`config.mk`:
```
export PLATFORM = sky130hd
export DESIGN_NAME = gpr_write_arbiter
export DESIGN_NICKNAME = d
export VERILOG_FILES = /design/src/rtl/gpr_write_arbiter.sv
export SDC_FILE = /design/constraint.sdc
export NUM_CORES = 1
export LEC_CHECK = 0
export BUFFER_PORTS_ARGS = -buffer_cell sky130_fd_sc_hd__buf_2
export CAP_MARGIN = 5
export CORE_MARGIN = 3
export CORE_UTILIZATION = 44
export CTS_CLUSTER_DIAMETER = 30
export CTS_CLUSTER_SIZE = 24
export DETAILED_ROUTE_END_ITERATION = 7
export GPL_TIMING_DRIVEN = 0
export PLACE_DENSITY = 0.83
export SETUP_SLACK_MARGIN = 0.3
export SKIP_LAST_GASP = 1
export SYNTH_ARGS = -nofsm -noshare
export SYNTH_HDL_FRONTEND = slang
export SYNTH_SLANG_ARGS = --single-unit
```
`constraint.sdc`:
```
create_clock -name clk -period 1.7 [get_ports clk]
set_clock_uncertainty 0.15 [all_clocks]
set_input_delay 0.17 -clock clk [delete_from_list [all_inputs] [get_ports clk]]
set_output_delay 0.17 -clock clk [all_outputs]
set_load 0.005 [all_outputs]
```
`src/rtl/gpr_write_arbiter.sv`:
```
// -----------------------------------------------------------------------------
// gpr_write_arbiter
//
// Purpose:
//   Shares the single write port of the general-purpose register file between
//   two writeback requesters: requester 0 is ALU writeback and requester 1 is
//   load writeback. The two requesters are granted round-robin. The winner is
//   captured into a registered write stage that drives the register file
//   directly. A hold input freezes all grants. A saturating counter records
//   cycles in which both requesters competed for the port.
//
// Ports:
//   clk             in   system clock, all state updates on the rising edge
//   rst             in   synchronous active-high reset
//   hold            in   1 = block every grant this cycle
//   req0_valid      in   ALU writeback request
//   req0_dest       in   ALU destination register
//   req0_data       in   ALU result
//   req0_ready      out  ALU request accepted this cycle (combinational)
//   req1_valid      in   load writeback request
//   req1_dest       in   load destination register
//   req1_data       in   loaded data
//   req1_ready      out  load request accepted this cycle (combinational)
//   reg_write_en    out  register-file write enable (registered)
//   reg_write_dest  out  register-file write address (registered)
//   reg_write_data  out  register-file write data (registered)
//   last_grant      out  most recently granted requester (registered)
//   contention_cnt  out  saturating count of contended cycles (registered)
// -----------------------------------------------------------------------------
module gpr_write_arbiter #(
  parameter int DATA_W = 8,
  parameter int ADDR_W = 3,
  parameter int CNT_W  = 8
) (
  input  logic              clk,
  input  logic              rst,
  input  logic              hold,
  input  logic              req0_valid,
  input  logic [ADDR_W-1:0] req0_dest,
  input  logic [DATA_W-1:0] req0_data,
  output logic              req0_ready,
  input  logic              req1_valid,
  input  logic [ADDR_W-1:0] req1_dest,
  input  logic [DATA_W-1:0] req1_data,
  output logic              req1_ready,
  output logic              reg_write_en,
  output logic [ADDR_W-1:0] reg_write_dest,
  output logic [DATA_W-1:0] reg_write_data,
  output logic              last_grant,
  output logic [CNT_W-1:0]  contention_cnt
);

  localparam logic [CNT_W-1:0] CNT_MAX = {CNT_W{1'b1}};
  localparam logic [CNT_W-1:0] CNT_ONE = {{(CNT_W-1){1'b0}}, 1'b1};

  // 0 = requester 0 is favoured when both are valid.
  logic              r_prio;
  logic              r_write_en;
  logic [ADDR_W-1:0] r_write_dest;
  logic [DATA_W-1:0] r_write_data;
  logic              r_last_grant;
  logic [CNT_W-1:0]  r_cnt;

  logic              w_ready0;
  logic              w_ready1;
  logic              w_xfer0;
  logic              w_xfer1;
  logic              w_xfer;
  logic              w_contended;

  // Ready generation. Each ready looks only at the other requester's valid,
  // never at its own, so no combinational path exists from a requester's
  // valid to its own ready. When a requester is idle its ready is a
  // don't-care because no transfer can happen on it.
  always_comb begin
    w_ready0 = 1'b0;
    w_ready1 = 1'b0;
    if (rst || hold) begin
      w_ready0 = 1'b0;
      w_ready1 = 1'b0;
    end else begin
      w_ready0 = ~req1_valid | (r_prio == 1'b0);
      w_ready1 = ~req0_valid | (r_prio == 1'b1);
    end
  end

  // Transfer qualification; at most one of the two can be set in a cycle.
  always_comb begin
    w_xfer0     = req0_valid & w_ready0;
    w_xfer1     = req1_valid & w_ready1;
    w_xfer      = w_xfer0 | w_xfer1;
    w_contended = req0_valid & req1_valid & ~hold & ~rst;
  end

  // Write stage, priority and grant bookkeeping.
  always_ff @(posedge clk) begin
    if (rst) begin
      r_write_en   <= 1'b0;
      r_write_dest <= {ADDR_W{1'b0}};
      r_write_data <= {DATA_W{1'b0}};
      r_last_grant <= 1'b1;
      r_prio       <= 1'b0;
    end else begin
      r_write_en <= w_xfer;
      if (w_xfer) begin
        r_write_dest <= w_xfer1 ? req1_dest : req0_dest;
        r_write_data <= w_xfer1 ? req1_data : req0_data;
        r_last_grant <= w_xfer1;
        r_prio       <= ~w_xfer1;
      end
    end
  end

  // Saturating contention counter for performance monitoring.
  always_ff @(posedge clk) begin
    if (rst) begin
      r_cnt <= {CNT_W{1'b0}};
    end else if (w_contended && (r_cnt != CNT_MAX)) begin
      r_cnt <= r_cnt + CNT_ONE;
    end
  end

  assign req0_ready     = w_ready0;
  assign req1_ready     = w_ready1;
  assign reg_write_en   = r_write_en;
  assign reg_write_dest = r_write_dest;
  assign reg_write_data = r_write_data;
  assign last_grant     = r_last_grant;
  assign contention_cnt = r_cnt;

endmodule

```
* Word level (Yosys, flattened, before mapping)
Index checks and enable logic that the tools add are counted.
** Operators by class
- Muxes and demuxes :: 4
- $add $sub $neg :: 1
- Equality and inequality tests :: 1
- Bitwise operators :: 14
- Reductions and logical operators :: 2
** Operators by type and width (count)
- adder 8 x 1 -> 8 bit (second input constant) :: 1
- two-way mux 8 bit :: 1
- != test 8 bit (second input constant) :: 1
- NOT 1 bit :: 6
- AND 1 bit :: 5
- two-way mux 3 bit :: 1
- bitwise OR 1 bit :: 3
- two-way mux 1 bit :: 2
- logical AND 1 bit :: 1
- logical OR 1 bit :: 1
** Storage, ports and cells
- Register bits :: 22
- Word-level logic and storage cells :: 28
- Input bits :: 27

* Longest topological paths before layout
Gate-level depths: netlist of run 1.
- Depth after elaboration :: 5
- Gate-level depth with buffers :: 5
- Mapped depth without buffers :: 5

* Least setup slack after synthesis of run 1
OpenSTA, ideal clock, no wires.
- Kind :: reg-to-reg
- From :: register r_cnt[0] (netlist: contention_cnt[0])
- To :: register r_cnt[5] (netlist: contention_cnt[5])
- Path buffers :: 0
- Data arrival time :: 1.352 ns
- Setup slack :: 0.128 ns
- Cell stages (with the launch flop) :: 6
- Library setup time :: 0.071 ns
- Cells stage by stage :: dfxtp_1 > ha_1 > nand3_1 > nor2_1 > or4_1 > a21oi_1
** On the way
- Cells in the longest elaborated chain, start to end :: 2
** RTL lines
- start, declared :: RTL line 62 : logic [CNT_W-1:0] r_cnt;
- start signal, assigned :: RTL line 117 : r_cnt <= {CNT_W{1'b0}};
- start signal, assigned :: RTL line 119 : r_cnt <= r_cnt + CNT_ONE;
- parallel branches: the longest is 2 deep, another holds adder 8 x 1 -> 8 bit
Several ways; the timed one is not identified.
A chain may end at the register's enable or synchronous reset.

* Worst setup path after layout of run 1
- From :: register r_prio
- To :: register r_write_dest[1] (netlist: reg_write_dest[1])
** On the way
- Cells in the longest elaborated chain, start to end :: 5
** RTL lines
- start, declared :: RTL line 57 : logic r_prio;
- start signal, assigned :: RTL line 109 : r_prio <= ~w_xfer1;
- NOT 1 bit :: RTL line 82 : w_ready0 = ~req1_valid | (r_prio == 1'b0);
- bitwise OR 1 bit :: RTL line 82
- two-way mux 1 bit :: RTL line 78 : if (rst || hold) begin
- AND 1 bit :: RTL line 89 : w_xfer0 = req0_valid & w_ready0;
- bitwise OR 1 bit :: RTL line 91 : w_xfer = w_xfer0 | w_xfer1;
- end signal, assigned :: RTL line 99 : r_write_dest <= {ADDR_W{1'b0}};
- end signal, assigned :: RTL line 106 : r_write_dest <= w_xfer1 ? req1_dest : req0_dest;
- end, declared :: RTL line 59 : logic [ADDR_W-1:0] r_write_dest;
Parallel ways exist; a longest one is shown, timed or not.

==> qor.csv, run 1 <==
stage,metric,value,unit
run_status,status,completed,
clock_network,clk-insertion-delay-late,310,ps
drt,drtPass1Iterations,4,
drt,drt_iter0_markers,52,
global_routing,grt_pass1_vias,1284,
synth,synth-seq-cells,22,
timing,final.min_clock_period,1610,ps
floorplan,die_w,53.3,um
synth,synth.distinct_cells,31,
layout,antenna_cells,0,
global_routing,grt.total_usage,27.4,%
synth,ys_seq_area_share,44.7,%
layout,final_common_cell,buf_2,
global_routing,grt_pass1_wl,5670,um
timing,slew_viol_final,0,
timing,worst_slew_margin_rel,56.2,%
clock_network,clk_transition_reported_paths,140,ps
timing,period_share,94.9,%
synth,synth_flop_cell,dfxtp_1,
layout,final_cells,230,
clock_network,cts_buffers,3,
worst_setup_path,cp-end-kind,flip-flop,
synth,syn_inst,116,
hold_path,min_from,req1_data[0],
floorplan,io_pins,50,
drt,num_vias,1313,
synth,synth_fp_nets,144,
run,maxCapViolCount,0,
timing,setup_ws,87.5,ps
worst_setup_path,r2r-start,r_prio,
hold_path,whs_endpoint,reg_write_data[0],
pwr,p_leak,0.816,nW
drt,routed_wirelength,4070,um
floorplan,coreArea,0.00204,mm2
drt,antenna_left,0,
clock_network,clockBufferDepth,2,
placed_design,dpl.cell_count,192,
pwr,peakVddDrop,0.519,mV
layout,final_cell_mix,"48 x buf_2, 22 x dlygate4sd3_1, 17 x nor2_1, 16 x dfxtp_1, 15 x nand2_1",
worst_setup_path,ff2ff_setup_slack,90,ps
drt,drc,0,
placed_design,gp_congestion,0.788,
layout,layout-drive-gt1-share,52.2,%
clock_network,htreeDepth,1,
synth,synth_edf_count,0,
layout,final_util,90.0,%
placed_design,place_hpwl,1950,um
placed_design,dp_slack,23.0,ps
timing,tightestPinTransition,657,ps
synth,syn_area,985,um2
timing,rsz0062_at_grt,true,
timing,max_freq,620,MHz
synth,synthArstFlopShare,0,%
worst_setup_path,required,1760,ps
floorplan,start_util,48.2,%
worst_setup_path,r2r-end,reg_write_dest[1],
floorplan,fp-row-count,16,
placed_design,place_area,0.00129,mm2
synth,synth.avg_cell_area,8.49,um2
layout,final_net_count,232,
timing,hold_ws,38.6,ps
worst_setup_path,cp_max_fo,5,
drt,via_per_inst,5.71,
hold_path,hold_class,input pin to flip-flop,
clock_network,cts_sinks,22,
timing,finalHoldViolCount,0,
worst_setup_path,path_class,flip-flop to flip-flop,
synth,yosys_warnings,0,
worst_setup_path,ff2ff_path_depth,5,
global_routing,antenna_found_initial,0,
layout,stdcell_area,0.00184,mm2
timing,setup_viol,0,
pwr,power,1.08,mW
floorplan,fp.dieH,53.3,um
layout,area_growth,86.5,%
worst_setup_path,critPathLaunchType,flip-flop,
clock_network,clockRootBuffer,clkbuf_4,
placed_design,portBuffers,49,
drt,wl_per_cell,17.7,um
global_routing,grt_max_degree,13,
worst_setup_path,arrival,1670,ps
clock_network,cts_tree,yes,
hold_path,hold-path-cell-count,3,
pwr,power_density,587,mW/mm2
global_routing,overflow,0,
timing,setup_tns,0,ps
layout,nFillCells,79,
floorplan,die_area,0.00284,mm2
-- metal layers --
metal  vias to the layer above  wire (um)  track usage [%]
met5                         -          0                0
met3                        13        285             6.48
met4                         0        123             18.3
li1                        595          -                -
met1                       634       1590             32.3
met2                        71       2070             43.5
-- flip-flops by register name, summed over array words and instances (netlist names) --
| signal | flops |
|---|---|
| r_prio | 1 |
| contention_cnt | 8 |
| reg_write_en | 1 |
| reg_write_dest | 3 |
| reg_write_data | 8 |
| last_grant | 1 |
-- cell families after synthesis --
logic type               share of synthesized area (%)
AO/OA/AOI/OAI                                     18.8
AND/OR/NAND/NOR                                   28.7
adder cells (fa/ha/maj)                           1.27
XOR/XNOR                                          2.67
flip-flops                                        44.7
multiplexers                                      1.02
buffers and inverters                             2.79
-- synth_stat cells, drive strengths merged, types with 2 or more instances --
cell	instances	share of area [%]
xor2	3	2.7
clkbuf	5	1.9
a311oi	12	11
nor2	18	6.9
nand2	26	9.9
a21oi	2	1.0
nand3	2	1.0
and2	3	1.9
o21ai	2	1.0
dfxtp	22	45
nand4	2	2.8
-- critical path, stage by stage (launching register included) --
cell and delay [ps]:
dfxtp_4 390, a211oi_4 280, and2_4 230, buf_6 130, nand2_2 50, a311oi_1 280
-- where the power goes --
part	total [mW]	internal, mW	switching [mW]
clock network	0.302	0.131	0.171
registers	0.548	0.534	0.0144
logic	0.228	0.127	0.101
total	1.08	0.792	0.286
-- area by class of cell --
cell class                 count  area [um2]  area share [%]
buffer                         6        55.1            3.00
clock buffer                   4        36.3            1.98
inverter                       1        3.75           0.204
multi-input combinational     87         659            35.9
sequential                    22         458            24.9
tap                           27        33.8            1.84
timing repair buffer          83         591            32.2
-- how the worst max path moves through the flow --
stage | to | slack [ps] | start | cells after the start
after floorplan | contention_cnt[5] | 270 | contention_cnt[0] | 5
after global placement | reg_write_dest[1] | 100 | r_prio | 5
after detailed placement | reg_write_data[2] | 20 | r_prio | 5
after CTS | reg_write_data[2] | 170 | r_prio | 5
after global routing | contention_cnt[7] | 40 | contention_cnt[5] | 4
final | reg_write_dest[1] | 90 | r_prio | 5
-- repair_timing --
item | 4_1_cts | 5_1_grt
gates cloned | 1 | 1
pin swaps | 22 | 15
gates resized for setup | 26 | 24
endpoints found under the setup margin | 23 | 24
endpoints found under the hold margin | 12 | 0
hold buffers | 22 | 0
buffers inserted | 4 | 6
Power figures use the tool's default switching activity.
==> run 2: changes to the inputs <==
--- a/config.mk
+++ b/config.mk
@@ -6,14 +6,14 @@
 export NUM_CORES = 1
 export LEC_CHECK = 0
 export BUFFER_PORTS_ARGS = -buffer_cell sky130_fd_sc_hd__buf_2
-export CAP_MARGIN = 5
 export CORE_MARGIN = 3
-export CORE_UTILIZATION = 44
+export CORE_UTILIZATION = 46
+export CTS_BUF_LIST = sky130_fd_sc_hd__clkbuf_4 sky130_fd_sc_hd__clkbuf_8
 export CTS_CLUSTER_DIAMETER = 30
 export CTS_CLUSTER_SIZE = 24
 export DETAILED_ROUTE_END_ITERATION = 7
 export GPL_TIMING_DRIVEN = 0
-export PLACE_DENSITY = 0.83
+export PLACE_DENSITY = 0.86
 export SETUP_SLACK_MARGIN = 0.3
 export SKIP_LAST_GASP = 1
 export SYNTH_ARGS = -nofsm -noshare
==> run 2 against run 1 <==
Effect of this change: critical path depth unchanged; flip-flop and latch count unchanged; highest routed layer unchanged; critical path type unchanged; critical endpoint is now reg_write_data[1]; utilization up 4.1 points; die area down 3.9%; setup slack better by 18 ps; global-route usage up 7.6 points; largest cell class unchanged; count of clock-buffer cells in the layout down 1.
==> qor.csv, run 2 (synthesis gave the netlist of run 1 again) <==
stage,metric,value,unit
run_status,status,completed,
worst_setup_path,critPathMaxStageDelay,380,ps
clock_network,htreeDepth,1,
drt,drc,0,
placed_design,dp_slack,66.9,ps
floorplan,start_util,49.2,%
clock_network,cts_tree,yes,
worst_setup_path,startpoint,r_prio,
pwr,peakVddDrop,0.778,mV
drt,drt_iter0_markers,83,
global_routing,use_met1,36.8,%
drt,wl_per_cell,21.9,um
worst_setup_path,arrival,1670,ps
timing,final.min_clock_period,1590,ps
clock_network,clk_transition_reported_paths,130,ps
run,maxCapViolCount,0,
clock_network,clockRootBuffer,clkbuf_4,
worst_setup_path,r2r-start,r_prio,
global_routing,grtUsageMet3,5.41,%
clock_network,clockBufferDepth,2,
layout,final_cell_mix,"49 x buf_2, 22 x dlygate4sd3_1, 17 x nor2_1, 16 x nand2_1, 15 x dfxtp_1",
placed_design,place_hpwl,1890,um
floorplan,fp-row-count,16,
worst_setup_path,critPathLaunchType,flip-flop,
pwr,switching_share,25.3,%
hold_path,hold_class,input pin to flip-flop,
worst_setup_path,ff2ff_setup_slack,110,ps
drt,drtPass1Iterations,4,
pwr,power_density,631,mW/mm2
clock_network,cts_buffers,3,
pwr,pwr-share-seq,46.4,%
global_routing,grt_max_degree,14,
worst_setup_path,ff2ff_path_depth,5,
drt,antenna_left,0,
drt,num_vias,1419,
timing,setup_ws,106,ps
floorplan,die_w,52.3,um
clock_network,cts_sinks,22,
global_routing,top_usage_layer,met2,
worst_setup_path,path_cells,a211oi_4 -> and2_4 -> buf_6 -> nand2_1 -> a311oi_1,
worst_setup_path,critPathCapture,reg_write_data[1],
placed_design,portBuffers,49,
placed_design,gp_congestion,0.796,
floorplan,coreArea,0.00200,mm2
worst_setup_path,required,1780,ps
global_routing,met2_usage,57.9,%
pwr,p_leak,0.819,nW
global_routing,grt_pass1_vias,1383,
layout,final_net_count,233,
layout,area_growth,91.2,%
timing,period_share,93.8,%
timing,setup_tns,0,ps
global_routing,grt.total_usage,35.0,%
pwr,pwr-share-clk,34.8,%
floorplan,io_pins,50,
drt,via_per_inst,6.14,
worst_setup_path,cp-end-kind,flip-flop,
global_routing,overflow,0,
global_routing,grt_pass1_wl,6780,um
pwr,p_comb_share,18.9,%
worst_setup_path,path_class,flip-flop to flip-flop,
timing,rsz0062_at_grt,true,
timing,finalHoldViolCount,0,
pwr,p_switching,301,uW
layout,final_common_cell,buf_2,
pwr,p_int,887,uW
timing,worst_slew_margin_rel,56.4,%
layout,layout-drive-gt1-share,54.4,%
timing,tightestPinTransition,654,ps
floorplan,die_area,0.00273,mm2
drt,routed_wirelength,5070,um
clock_network,clk-insertion-delay-late,320,ps
timing,setup_viol,0,
worst_setup_path,critical-path-slowest-cell,dfxtp_4,
layout,final_util,94.1,%
worst_setup_path,cp_max_fo,5,
worst_setup_path,r2r-end,reg_write_data[1],
timing,max_freq,627,MHz
floorplan,fp.dieH,52.3,um
global_routing,antenna_found_initial,0,
layout,antenna_cells,0,
timing,slew_viol_final,0,
==> run 2: power by group through the flow <==
stage / clock (mW) / sequential [mW] / combinational, mW
CTS: 0.412 / 0.547 / 0.179
global route: 0.420 / 0.553 / 0.236
global placement: 0 / 0.560 / 0.118
finish: 0.413 / 0.551 / 0.224
floorplan: 0 / 0.562 / 0.0523
detailed placement: 0 / 0.561 / 0.122
==> run 2: final cells by class <==
| type | count | area, um2 |
|---|---|---|
| Clock buffer | 3 | 22.5 |
| Clock inverter | 1 | 30.0 |
| Fill cell | 65 | 119 |
| Multi-Input combinational cell | 87 | 707 |
| Buffer | 6 | 48.8 |
| Timing Repair Buffer | 84 | 578 |
| Inverter | 1 | 3.75 |
| Sequential cell | 22 | 459 |
| Tap cell | 27 | 33.8 |
==> run 2: critical path, delay by kind of cell (launching register included) <==
family,cells,cell delay (ps)
DFF,1,380
buffers and inverters,1,130
and+or+nand+nor,2,290
AOI/OAI and AO/OA,2,540
==> run 2: stage by stage <==
stage | hold slack, ps | cell area [um2] | power (mW) | cells
detailed placement | 297 | 1290 | 0.683 | 192
floorplan | 125 | 1010 | 0.615 | 116
CTS | 0.371 | 1720 | 1.14 | 225
finish | 19.0 | 1880 | 1.19 | 231
global route | 14.4 | 1880 | 1.21 | 231
global placement | 287 | 1290 | 0.679 | 192
==> run 2: per-layer routing <==
metal | wire, um | part of all wire, %
met5 | 0 | 0
met4 | 379 | 7.5
met3 | 378 | 7.5
met2 | 2540 | 50
met1 | 1770 | 35
==> run 2: worst min-delay path by stage <==
| stage | depth (start not counted) | from | slack, ps | end |
|---|---|---|---|---|
| floorplan | 1 | rst | 120 | last_grant |
| global placement | 3 | req0_data[2] | 290 | reg_write_data[2] |
| detailed placement | 3 | req0_data[1] | 300 | reg_write_data[1] |
| CTS | 2 | rst | 0.4 | last_grant |
| global route | 2 | rst | 10 | last_grant |
| finish | 2 | rst | 20 | last_grant |
==> run 2: repair_timing <==
item	in CTS	in global routing
endpoints found under the hold margin	12	0
buffers inserted	6	6
endpoints found under the setup margin	23	24
pin swaps	25	14
resized for setup	32	27
gates cloned	1	0
hold buffers	22	0
==> run 3: changes to the inputs <==
--- a/config.mk
+++ b/config.mk
@@ -7,13 +7,13 @@
 export LEC_CHECK = 0
 export BUFFER_PORTS_ARGS = -buffer_cell sky130_fd_sc_hd__buf_2
 export CORE_MARGIN = 3
-export CORE_UTILIZATION = 46
+export CORE_UTILIZATION = 50
 export CTS_BUF_LIST = sky130_fd_sc_hd__clkbuf_4 sky130_fd_sc_hd__clkbuf_8
 export CTS_CLUSTER_DIAMETER = 30
 export CTS_CLUSTER_SIZE = 24
 export DETAILED_ROUTE_END_ITERATION = 7
 export GPL_TIMING_DRIVEN = 0
-export PLACE_DENSITY = 0.86
+export PLACE_DENSITY = 0.92
 export SETUP_SLACK_MARGIN = 0.3
 export SKIP_LAST_GASP = 1
 export SYNTH_ARGS = -nofsm -noshare
==> constraint.sdc (replaced) <==
create_clock -name clk -period 1.9 [get_ports clk]
set_clock_uncertainty 0.15 [all_clocks]
set_input_delay 0.19 -clock clk [delete_from_list [all_inputs] [get_ports clk]]
set_output_delay 0.19 -clock clk [all_outputs]
set_load 0.005 [all_outputs]
==> run 3 against run 2 <==
Effect of this change: the run now ends with negative hold slack left; cell area down 17%; hold slack lost 25 ps; global-route usage fell by 10 points; utilization decreased by 6.7 points; count of clock-buffer cells in the layout did not move; final cell count decreased by 8.7%; flip-flop and latch count is the same; die area down 7.1%; non-clock buffer count down 18; combinational power fell by 33%; register-to-register slack improved by 180 ps; critical path depth stayed put.
==> qor.csv, run 3 (synthesis gave the netlist of run 1 again) <==
stage,metric,value,unit
placed_design,place_area,0.00126,mm2
layout,antenna_cells,0,
pwr,p_switching,243,uW
global_routing,grt_max_degree,14,
worst_setup_path,path_class,flip-flop to flip-flop,
worst_setup_path,cp-end-kind,flip-flop,
global_routing,grt.total_usage,24.8,%
layout,layout-drive-gt1-share,42.5,%
run_status,status,"complete, but fails checks",
pwr,p_comb_share,14.9,%
worst_setup_path,critPathLaunchType,flip-flop,
floorplan,fp-row-count,15,
clock_network,clockRootBuffer,clkbuf_4,
drt,antenna_left,0,
run_status,violations,negative hold slack,
floorplan,fp.dieH,50.4,um
layout,final_cells,211,
worst_setup_path,ff2ff_path_depth,5,
drt,via_per_inst,6.08,
timing,hold_ws,-6.06,ps
drt,routed_wirelength,3850,um
timing,slew_viol_final,0,
floorplan,die_area,0.00254,mm2
clock_network,cts_buffers,3,
worst_setup_path,r2r-start,r_prio,
pwr,pwr-share-clk,36.3,%
drt,wl_per_cell,18.3,um
worst_setup_path,arrival,1690,ps
clock_network,clk-insertion-delay-late,320,ps
floorplan,die_w,50.4,um
pwr,peakVddDrop,0.497,mV
placed_design,portBuffers,49,
global_routing,overflow,0,
drt,drc,0,
drt,drtPass1Iterations,7,
drt,num_vias,1282,
worst_setup_path,r2r-end,reg_write_data[1],
timing,setup_tns,0,ps
floorplan,coreArea,0.00178,mm2
timing,period_share,84.9,%
timing,finalHoldViolCount,2,
timing,max_freq,620,MHz
clock_network,clockBufferDepth,2,
placed_design,place_hpwl,2050,um
clock_network,htreeDepth,1,
layout,final_cell_mix,"50 x buf_2, 25 x nand2_1, 18 x dfxtp_1, 17 x nor2_1, 12 x dlygate4sd3_1",
placed_design,gp_congestion,0.791,
layout,final_net_count,215,
pwr,pwr-share-seq,48.7,%
clock_network,clk_transition_reported_paths,140,ps
layout,final_common_cell,buf_2,
layout,area_growth,58.2,%
run,maxCapViolCount,0,
timing,worst_slew_margin_rel,66.7,%
hold_path,whs_endpoint,reg_write_data[5],
worst_setup_path,cp_max_fo,10,
pwr,power_density,652,mW/mm2
timing,setup_viol,0,
hold_path,hold_class,input pin to flip-flop,
clock_network,cts_tree,yes,
global_routing,antenna_found_initial,0,
timing,tightestPinTransition,499,ps
hold_path,min_from,req1_data[5],
floorplan,start_util,55.2,%
pwr,switching_share,23.9,%
pwr,p_int,773,uW
hold_path,hold-path-cell-count,3,
clock_network,cts_sinks,22,
layout,stdcell_area,0.00156,mm2
worst_setup_path,required,1980,ps
global_routing,grt_pass1_wl,4800,um
global_routing,grt_pass1_vias,1112,
pwr,power,1.02,mW
drt,drt_iter0_markers,55,
floorplan,io_pins,50,
placed_design,dpl.cell_count,190,
pwr,p_leak,0.697,nW
worst_setup_path,ff2ff_setup_slack,290,ps
timing,final.min_clock_period,1610,ps
timing,rsz0062_at_grt,true,
==> run 3: per-stage QoR <==
step / util, % / setup WS [ps]
detailed placement: 70.7 / 212
global route: 87.4 / 224
global placement: 70.7 / 283
floorplan: - / 328
CTS: 79.5 / 224
finish: 87.4 / 286
==> run 3: final cells by class <==
type                       count  area (um2)
clock buffer                   3        22.5
timing repair buffer          66         403
sequential                    22         448
clock inverter                 1        30.0
fill                          83         225
buffer                         6        36.3
inverter                       1        3.75
tap                           25        31.3
multi-input combinational     87         583
==> run 3: power groups by stage <==
stage,Combinational (mW),Clock [mW],Sequential (mW)
detailed placement,0.108,0,0.503
floorplan,0.0458,0,0.504
CTS,0.126,0.364,0.493
finish,0.151,0.369,0.495
global route,0.163,0.388,0.497
global placement,0.104,0,0.501
==> run 3: routing by layer <==
layer / share of wire, % / track usage [%] / vias up
li1: - / - / 558
met1: 35 / 26.1 / 582
met2: 50 / 46.5 / 115
met3: 8.1 / 3.26 / 27
met4: 6.2 / 14.3 / 0
met5: 0 / 0 / -
==> run 3: worst max path at each step <==
stage,startpoint,end,slack (ps)
global placement,rst,contention_cnt[5],280
detailed placement,contention_cnt[0],contention_cnt[5],210
floorplan,contention_cnt[0],contention_cnt[5],330
finish,r_prio,reg_write_data[1],290
global route,r_prio,reg_write_dest[0],220
CTS,contention_cnt[0],contention_cnt[5],220
==> run 3: timing repair <==
action / CTS / global route
hold endpoints to repair: 8 / 2
buffers inserted: 0 / 5
pin swaps: 0 / 4
gates resized for setup: 3 / 26
endpoints found under the setup margin: 9 / 18
hold buffers: 10 / 2
==> run 3: critical path, stage by stage, from the launching register on <==
cell and delay [ps]:
dfxtp_2 380, a211oi_4 300, and2_4 200, buf_6 130
nand2_1 80, a311oi_1 290
